### config.mk
export PLATFORM = sky130hd
export DESIGN_NAME = kbd_scancode_decoder
export DESIGN_NICKNAME = d
export VERILOG_FILES = /design/src/rtl/kbd_scancode_decoder.sv
export SDC_FILE = /design/constraint.sdc
export NUM_CORES = 1
export LEC_CHECK = 0
export CAP_MARGIN = 30
export CORE_MARGIN = 3
export CORE_UTILIZATION = 50
export CTS_CLUSTER_SIZE = 20
export DETAILED_ROUTE_END_ITERATION = 8
export PLACE_DENSITY = 0.74
export SYNTH_ARGS = -nofsm -noshare
export SYNTH_HDL_FRONTEND = slang
export SYNTH_SLANG_ARGS = --single-unit
export TNS_END_PERCENT = 50
### constraint.sdc
create_clock -name axis_aclk_i -period 1.9 [get_ports axis_aclk_i]
set_input_delay 0.38 -clock axis_aclk_i [delete_from_list [all_inputs] [get_ports axis_aclk_i]]
set_output_delay 0.38 -clock axis_aclk_i [all_outputs]
set_load 0.02 [all_outputs]
### src/rtl/kbd_scancode_decoder.sv
// kbd_scancode_decoder: PS/2 Set-2 scancode decoder for the game core.
// Tracks E0/F0 prefixes and held keys; drives level outputs and make pulses. Rev 1.0
`default_nettype none

module kbd_scancode_decoder #(
  parameter int          AXIS_DATA_WIDTH = 8,
  parameter int          PREFIX_TIMEOUT  = 2_500_000,
  parameter logic [7:0]  CODE_LEFT_EXT   = 8'h6B,
  parameter logic [7:0]  CODE_RIGHT_EXT  = 8'h74,
  parameter logic [7:0]  CODE_LEFT_ALT   = 8'h1C,
  parameter logic [7:0]  CODE_RIGHT_ALT  = 8'h23,
  parameter logic [7:0]  CODE_FIRE       = 8'h29,
  parameter logic [7:0]  CODE_START      = 8'h5A
) (
  input  logic                       axis_aclk_i,
  input  logic                       axis_aresetn_i,
  input  logic                       s_axis_tvalid_i,
  output logic                       s_axis_tready_o,
  input  logic [AXIS_DATA_WIDTH-1:0] s_axis_tdata_i,
  output logic                       key_left_o,
  output logic                       key_right_o,
  output logic                       key_fire_o,
  output logic                       fire_pulse_o,
  output logic                       start_pulse_o
);

  localparam int CNT_W = (PREFIX_TIMEOUT > 1) ? $clog2(PREFIX_TIMEOUT) : 1;
  localparam logic [CNT_W-1:0] TIMEOUT_LAST = CNT_W'(PREFIX_TIMEOUT - 1);

  localparam logic [7:0] BYTE_EXT  = 8'hE0;
  localparam logic [7:0] BYTE_BRK  = 8'hF0;
  localparam logic [7:0] BYTE_ERR0 = 8'h00;
  localparam logic [7:0] BYTE_ERR1 = 8'hFF;

  localparam int H_LEFT_ARROW  = 0;
  localparam int H_LEFT_A      = 1;
  localparam int H_RIGHT_ARROW = 2;
  localparam int H_RIGHT_D     = 3;
  localparam int H_FIRE        = 4;
  localparam int H_START       = 5;

  typedef enum logic [1:0] {
    ST_IDLE    = 2'd0,
    ST_EXT     = 2'd1,
    ST_BRK     = 2'd2,
    ST_EXT_BRK = 2'd3
  } state_e;

  state_e           state_q, state_d;
  logic [CNT_W-1:0] cnt_q, cnt_d;
  logic [5:0]       held_q, held_d;
  logic             tready_q, tready_d;
  logic             key_left_q, key_left_d;
  logic             key_right_q, key_right_d;
  logic             key_fire_q, key_fire_d;
  logic             fire_pulse_q, fire_pulse_d;
  logic             start_pulse_q, start_pulse_d;

  logic [7:0] rx_byte;
  logic       byte_acc;
  logic       ext_ctx;
  logic       is_prefix;
  logic       is_error;
  logic       is_make;
  logic       is_break;
  logic [5:0] key_sel;

  assign rx_byte   = s_axis_tdata_i[7:0];
  assign byte_acc  = s_axis_tvalid_i & tready_q;
  assign ext_ctx   = (state_q == ST_EXT) || (state_q == ST_EXT_BRK);
  assign is_prefix = (rx_byte == BYTE_EXT) || (rx_byte == BYTE_BRK);
  assign is_error  = (rx_byte == BYTE_ERR0) || (rx_byte == BYTE_ERR1);

  // Extended and plain codes share byte values, so the map depends on the prefix context.
  always_comb begin
    key_sel = '0;
    if (ext_ctx) begin
      key_sel[H_LEFT_ARROW]  = (rx_byte == CODE_LEFT_EXT);
      key_sel[H_RIGHT_ARROW] = (rx_byte == CODE_RIGHT_EXT);
    end else begin
      key_sel[H_LEFT_A]  = (rx_byte == CODE_LEFT_ALT);
      key_sel[H_RIGHT_D] = (rx_byte == CODE_RIGHT_ALT);
      key_sel[H_FIRE]    = (rx_byte == CODE_FIRE);
      key_sel[H_START]   = (rx_byte == CODE_START);
    end
  end

  always_comb begin
    state_d       = state_q;
    cnt_d         = cnt_q;
    held_d        = held_q;
    tready_d      = 1'b1;
    fire_pulse_d  = 1'b0;
    start_pulse_d = 1'b0;
    is_make       = 1'b0;
    is_break      = 1'b0;

    if (byte_acc) begin
      cnt_d = '0;
      if (is_error) begin
        held_d  = '0;
        state_d = ST_IDLE;
      end else begin
        case (state_q)
          ST_IDLE: begin
            if (rx_byte == BYTE_EXT) begin
              state_d = ST_EXT;
            end else if (rx_byte == BYTE_BRK) begin
              state_d = ST_BRK;
            end else begin
              is_make = 1'b1;
            end
          end
          ST_EXT: begin
            if (rx_byte == BYTE_BRK) begin
              state_d = ST_EXT_BRK;
            end else if (rx_byte != BYTE_EXT) begin
              is_make = 1'b1;
              state_d = ST_IDLE;
            end
          end
          ST_BRK, ST_EXT_BRK: begin
            is_break = ~is_prefix;
            state_d  = ST_IDLE;
          end
          default: state_d = ST_IDLE;
        endcase
      end
    end else if (state_q != ST_IDLE) begin
      // A stalled prefix is abandoned without touching the held keys.
      if (cnt_q == TIMEOUT_LAST) begin
        state_d = ST_IDLE;
        cnt_d   = '0;
      end else begin
        cnt_d = cnt_q + 1'b1;
      end
    end else begin
      cnt_d = '0;
    end

    if (is_make) begin
      held_d        = held_q | key_sel;
      fire_pulse_d  = key_sel[H_FIRE] & ~held_q[H_FIRE];
      start_pulse_d = key_sel[H_START] & ~held_q[H_START];
    end else if (is_break) begin
      held_d = held_q & ~key_sel;
    end

    key_left_d  = held_d[H_LEFT_ARROW] | held_d[H_LEFT_A];
    key_right_d = held_d[H_RIGHT_ARROW] | held_d[H_RIGHT_D];
    key_fire_d  = held_d[H_FIRE];
  end

  always_ff @(posedge axis_aclk_i or negedge axis_aresetn_i) begin
    if (!axis_aresetn_i) begin
      state_q       <= ST_IDLE;
      cnt_q         <= '0;
      held_q        <= '0;
      tready_q      <= 1'b0;
      key_left_q    <= 1'b0;
      key_right_q   <= 1'b0;
      key_fire_q    <= 1'b0;
      fire_pulse_q  <= 1'b0;
      start_pulse_q <= 1'b0;
    end else begin
      state_q       <= state_d;
      cnt_q         <= cnt_d;
      held_q        <= held_d;
      tready_q      <= tready_d;
      key_left_q    <= key_left_d;
      key_right_q   <= key_right_d;
      key_fire_q    <= key_fire_d;
      fire_pulse_q  <= fire_pulse_d;
      start_pulse_q <= start_pulse_d;
    end
  end

  assign s_axis_tready_o = tready_q;
  assign key_left_o      = key_left_q;
  assign key_right_o     = key_right_q;
  assign key_fire_o      = key_fire_q;
  assign fire_pulse_o    = fire_pulse_q;
  assign start_pulse_o   = start_pulse_q;

endmodule

`default_nettype wire

==> impl_results.md, run 1 <==
* Int Power at 0.00104 W
* Ys Warns at 0
* Leading area contributor after synthesis: dfrtp_1
* #FFs+latches synth at 35
* Status: complete, no violations
* Root buffer cell: clkbuf_4
* CP Data Arrival Time at 2120 ps
* Detailed Place HPWL at 2770 µm
* Static Leak at 1.06 nW
* Ports at 17
* Final antenna-violating net count at 0
* Clk sink count at 35
* DR WL/cell at 16.0 µm
* Setup violators final at 0
* Share of power burned in registers at 0.560
* Grt ovf at 0
* Via count at 1,570
* Filler instances at 221
* Max H-tree Level at 2
* Fin crit share at 0.993
* Initial core utilization at 0.540
* FMAX at 0.530 GHz
* Fin. Hold Viols at 0
* FFs w/ async S/R, synth at 1.00
* DP Cell Count at 262
* Core Area at 3150 µm²
* Max Transition Viols Final at 0
* Residual DRC at 0
* Max Clock Skew at 11.1 ps
* Syn Area/Cell at 9.79 µm²
* Fin cells at 276
* Number of global-route vias before repair at 1,559
* R2R Path End: cnt_q[20]
* Worst Setup SP: s_axis_tdata_i[7]
* Yosys top cell area share at 0.514
* Seq. cell area at 876 µm²
* Post-Syn Area at 1700 µm²
* Crit end category: flip-flop
* Post-Route Setup TNS at 0 ps
* Count leader, synth: dfrtp_1
* Buffers on Ports at 16
* Layout Area Growth over Synthesis at 40.8%
* Synth Net Count at 186
* Layout cells sized above 1 at 0.246
* Clk buf depth at 2
* Number of inserted diodes at 0
* R2R cell count at 7
* Cell count after synthesis at 174
* Crit-path max FO at 4
* Pre-antenna DRT Iters at 4
* Critical path launch point type: input port
* Max-Cap Viols at 0
* Worst-Skew Late Latency at 340 ps
* Drt via density at 5.69
* Synth area leaders: dfrtp_1 51%, xor2_1 7.2%, nor2_1 5.9%
* Design area at 2400 µm²
* Num CTS Buffers at 5
* PwrDens at 567 nW/µm²
* Data required, critical path at 2140 ps
* Post-Place Cell Area at 2150 µm²
* Detailed router's first-iteration violation count at 69
* Area of the multi-input gates at 903 µm²
* Pin count of the biggest net entering global routing at 36
* Global-route usage over all layers at 0.219
* Combinational share of power at 0.103
* VDD IR max at 0.000390 V
* Total power draw at 0.00136 W
* Post-synth EDFFs at 0
* Final nets at 243
* Number of cell rows at 20
* Die H at 64.4 µm
* TritonCTS clock tree: done
* Sw frac at 0.236
* WS Path Type: in2reg
* Synth unique cells at 38
* FF-to-FF setup slack at 10 ps
* Antenna violations before repair at 0
* Routed WL at 4420 µm
* Clock slew at reported path FFs at 110 ps
* Switching Power at 0.000322 W
* Synth top cells by count: 35 x dfrtp_1, 27 x nor2_1, 14 x nand4_1, 14 x xor2_1, 11 x nand2_1
* Tmin final at 1890 ps
* Die area at 4140 µm²
* First-pass GRT wire length at 7000 µm
* Min-Delay Path Class: in2async
* Top_reg_cell synth: dfrtp_1
* Reg-to-reg startpoint: cnt_q[1]
* Horiz. Die Dim at 64.4 µm
* Final GP Congestion at 0.963
* Clock power share at 0.338
* Register area share after synthesis at 0.514
## cell type report
class / instances / area share
Multi-Input combinational cell: 131 / 0.376
Sequential cell: 35 / 0.365
Timing Repair Buffer: 52 / 0.198
Clock buffer: 8 / 0.0287
Tap cell: 44 / 0.0229
Inverter: 6 / 0.00938
## worst max-delay path by stage
stage	to	slack, ps	cells past startpoint
5_1_grt	key_right_o	-40	6
3_5_place_dp	key_right_o	-480	6
2_1_floorplan	cnt_q[10]	110	7
4_1_cts	cnt_q[16]	3	7
6_report	key_right_o	10	6
3_3_place_gp	key_right_o	-390	6
## state kept, by name (all words and copies together), names as in the netlist
register	count
key_right_o	1
state_q	2
held_q	6
cnt_q	22
s_axis_tready_o	1
fire_pulse_o	1
start_pulse_o	1
key_left_o	1
## repair_timing
item | 4_1_cts | 5_1_grt
buffers inserted | 1 | 3
gates cloned | 0 | 2
setup endpoints to repair | 6 | 26
pin swaps | 3 | 3
gates resized for setup | 8 | 20
hold buffers | 0 | 0
## metrics by stage
step / utilization / hold slack [ps] / setup slack [ps]
2_1_floorplan: - / 84.4 / 112
3_3_place_gp: 0.681 / 416 / -393
3_5_place_dp: 0.681 / 420 / -483
4_1_cts: 0.713 / 437 / 3.41
5_1_grt: 0.761 / 454 / -39.2
6_report: 0.761 / 429 / 14.2
## metal layers
metal / track usage / share of wire / vias up
li1: - / - / 736
met5: 0 / 0 / -
met1: 0.268 / 0.42 / 766
met3: 0.0703 / 0.054 / 14
met4: 0.0897 / 0.023 / 0
met2: 0.354 / 0.50 / 54
## cells by family (layout without fill, tap and decap cells)
kind of cell	count (synthesis)	count (layout)	share of synthesized area
AOI/OAI and AO/OA	21	21	0.0808
adders and majority gates	1	1	0.00734
DFF	35	35	0.514
xor gates and xnor gates	20	20	0.103
buffers and inverters	8	66	0.0191
and+or+nand+nor	88	88	0.274
other	1	1	0.00220
## power groups by stage
stage                     Clock (W)  Sequential, W  Combinational [W]
after floorplan                   0       0.000780          0.0000280
after global placement            0       0.000776           0.000118
after detailed placement          0       0.000776           0.000121
after CTS                  0.000473       0.000762           0.000124
after global routing       0.000507       0.000764           0.000151
final                      0.000460       0.000762           0.000140
## layout by cell type (no fill, tap or decap), types with 2 or more instances in the layout
cell              n
clkbuf_4          5
buf_4            33
nor3_1            5
or4_4             2
nand2_1          11
dfrtp_1          35
nand3_1           9
and3_1            3
xnor2_1           6
nor4_4            2
dlymetal6s2s_1    5
o21ai_0           3
nor2_1           27
and4_1            2
nand4_1          14
xor2_1           14
a21oi_1           5
nor4_1            2
dlygate4sd2_1     2
o22ai_1           3
clkbuf_8          2
clkdlybuf4s50_1   8
inv_1             6
## critical path: stages
cell and delay [ps]:
clkdlybuf4s15_1 260, or4_4 590, nor3_4 210, o21bai_1 100, a22o_1 210, or3b_1 370
Power figures use the tool's default switching activity.
==> inputs of run 2 (changes only) <==
--- a/config.mk
+++ b/config.mk
@@ -11,6 +11,7 @@
 export CTS_CLUSTER_SIZE = 20
 export DETAILED_ROUTE_END_ITERATION = 8
 export PLACE_DENSITY = 0.74
+export SLEW_MARGIN = 30
 export SYNTH_ARGS = -nofsm -noshare
 export SYNTH_HDL_FRONTEND = slang
 export SYNTH_SLANG_ARGS = --single-unit
==> results of run 2 <==
Final layout, timing and power as in run 1 (identical DEF).
==> inputs of run 3 (changes only) <==
--- a/config.mk
+++ b/config.mk
@@ -7,10 +7,11 @@
 export LEC_CHECK = 0
 export CAP_MARGIN = 30
 export CORE_MARGIN = 3
-export CORE_UTILIZATION = 50
+export CORE_UTILIZATION = 55
 export CTS_CLUSTER_SIZE = 20
 export DETAILED_ROUTE_END_ITERATION = 8
-export PLACE_DENSITY = 0.74
+export PLACE_DENSITY = 0.77
+export SETUP_SLACK_MARGIN = 0.15
 export SLEW_MARGIN = 30
 export SYNTH_ARGS = -nofsm -noshare
 export SYNTH_HDL_FRONTEND = slang
==> constraint.sdc (replaced) <==
create_clock -name axis_aclk_i -period 2 [get_ports axis_aclk_i]
set_input_delay 0.4 -clock axis_aclk_i [delete_from_list [all_inputs] [get_ports axis_aclk_i]]
set_output_delay 0.4 -clock axis_aclk_i [all_outputs]
set_load 0.02 [all_outputs]
==> run 3 against run 2 <==
  * Clock power rose by 16%
  * Critical endpoint is now cnt_q[7]
  * Largest cell class is now sequential cells
  * Largest power group unchanged
  * Utilization rose by 5.5 points
  * Flip-flop and latch count unchanged
==> impl_results.md, run 3 (synthesized netlist as in run 1, its figures left out) <==
* Core Area at 2850 µm² (-9.5%)
* Top flop regs: cnt_q: 22 flops, held_q: 6 flops, state_q: 2 flops
* CP Data Arrival Time at 2130 ps (about the same)
* Number of global-route vias before repair at 1,453 (-6.8%)
* FF-to-FF setup slack at 100 ps (+90 ps)
* Pre-antenna DRT Iters at 4 (unchanged)
* Layout cells sized above 1 at 0.240 (-0.00551)
* Die H at 61.7 µm (-4.2%)
* WS Path Type: reg2reg
* Filler instances at 183 (-17%)
* DR WL/cell at 16.4 µm (+2.1%)
* Detailed router's first-iteration violation count at 121 (+75%)
* Antenna violations before repair at 0 (unchanged)
* Clk buf depth at 2 (unchanged)
* Fin. Hold Viols at 0 (unchanged)
* Die area at 3800 µm² (-8.3%)
* Final antenna-violating net count at 0 (unchanged)
* Clock slew at reported path FFs at 110 ps (about the same)
* Commonest cells after routing, fill and taps aside: 35 x dfrtp_1, 30 x buf_4, 21 x nor2_1
* Pre-CTS setup slack at -460 ps (+22.2 ps)
* Routed WL at 4250 µm (-3.8%)
* First-pass GRT wire length at 6600 µm (-5.6%)
* Post-Route Setup TNS at 0 ps (unchanged)
* Residual DRC at 0 (unchanged)
* Fin util at 0.816 (+0.0551)
* Worst hold path depth at 1
* Grt ovf at 0 (unchanged)
* Ports at 17 (unchanged)
* Max Clock Skew at 8.95 ps (-2.20 ps)
* R2R Path End: cnt_q[7]
* Worst-Skew Late Latency at 340 ps (about the same)
* Worst Setup Slack, final at 103 ps (+88.3 ps)
* Fin cells at 260 (-5.8%)
* DP Cell Count at 246 (-6.1%)
* Final GP Congestion at 0.860 (-11%)
* Setup violators final at 0 (unchanged)
* Fin crit share at 0.949
* Min-delay src: held_q[5]
* Total power draw at 0.00137 W (+0.89%)
* Min-Delay Path Class: reg2reg
* Status: complete, no violations
* FMAX at 0.527 GHz
* Number of inserted diodes at 0 (unchanged)
* Drt via density at 5.93 (+4.2%)
* Most common cell after layout, fill and taps aside: dfrtp_1
* Horiz. Die Dim at 61.7 µm (-4.2%)
* Reg with most FFs: cnt_q
* Area of the multi-input gates at 871 µm² (-3.6%)
* VDD IR max at 0.000523 V (+34%)
* Num CTS Buffers at 5 (unchanged)
* Max Transition Viols Final at 0 (unchanged)
* Unrepaired setup endpoints after global routing: true
* Global-route usage over all layers at 0.242 (+0.0235)
* Root buffer cell: clkbuf_4
* Buffers on Ports at 16 (unchanged)
* Final nets at 240 (-1.2%)
* Clk sink count at 35 (unchanged)
* Static Leak at 0.990 nW (-6.9%)
* Layout Area Growth over Synthesis at 36.6%
* Data required, critical path at 2230 ps (+90 ps)
* Pin count of the biggest net entering global routing at 36 (unchanged)
* Seq. cell area at 876 µm² (unchanged)
* Via count at 1,541 (-1.8%)
* Max-Cap Viols at 0 (unchanged)
* PwrDens at 590 nW/µm² (+4.0%)
* R2R cell count at 7 (unchanged)
* Hold Path End: start_pulse_o
* Hold_buf cts at 0 (unchanged)
* Reg-to-reg startpoint: cnt_q[1]
* Critical path launch point type: flip-flop
* Max reg flops at 22 (unchanged)
* Detailed Place HPWL at 2760 µm (-0.30%)
* Crit end category: flip-flop
* Initial core utilization at 0.597 (+0.0569)
* Max H-tree Level at 2 (unchanged)
* Crit-path max FO at 8 (+4)
* Number of cell rows at 19 (-5.0%)
* TritonCTS clock tree: done
* Tmin final at 1900 ps
==> run 3: where the power goes <==
| group | total [W] | switching, W | internal [W] |
|---|---|---|---|
| registers | 0.000724 | 0.00000552 | 0.000719 |
| logic | 0.000114 | 0.0000626 | 0.0000517 |
| clock network | 0.000535 | 0.000240 | 0.000295 |
==> run 3: worst max-delay path: stages, from the launching register on <==
cell     delay (ps)
dfrtp_1         390
ha_2            190
nand4_1         150
or4_1           460
o21a_1          230
o21ai_4         130
buf_12          190
nor2_1           50
==> run 3: how the worst max path moves through the flow <==
stage                                 start     endpoint  slack, ps  cells past startpoint
after global routing               cnt_q[1]     cnt_q[8]         60                      7
after global placement    s_axis_tdata_i[0]  key_right_o       -310                      6
after detailed placement  s_axis_tdata_i[1]  key_right_o       -460                      6
after CTS                          cnt_q[0]     cnt_q[5]        170                      7
after floorplan           s_axis_tdata_i[0]  key_right_o        200                      5
final                              cnt_q[1]     cnt_q[7]        100                      7
==> run 3: what timing repair did <==
item | CTS | global route
setup endpoints to repair | 26 | 26
pin swaps | 5 | 5
setup buffers | 2 | 3
resized for setup | 16 | 11
cloned | 1 | 0
==> run 3: per-stage QoR <==
| step | instance area [µm²] | hold WS [ps] |
|---|---|---|
| after global routing | 2330 | 442 |
| after floorplan | 1700 | 104 |
| after CTS | 2270 | 432 |
| after detailed placement | 2110 | 420 |
| final | 2330 | 434 |
| after global placement | 2110 | 417 |
==> run 3: cell type report <==
cell class	count	area share
tap	31	0.0167
clock inverter	2	0.0150
multi-input combinational	131	0.374
sequential	35	0.376
timing repair buffer	49	0.186
clock buffer	6	0.0220
inverter	6	0.00967
==> run 3: metal layers <==
metal / vias to the layer above / track usage / routed length (µm)
li1: 733 / - / -
met1: 748 / 0.297 / 1800
met2: 52 / 0.396 / 2120
met3: 8 / 0.0922 / 272
met4: 0 / 0.0727 / 65
met5: - / 0 / 0
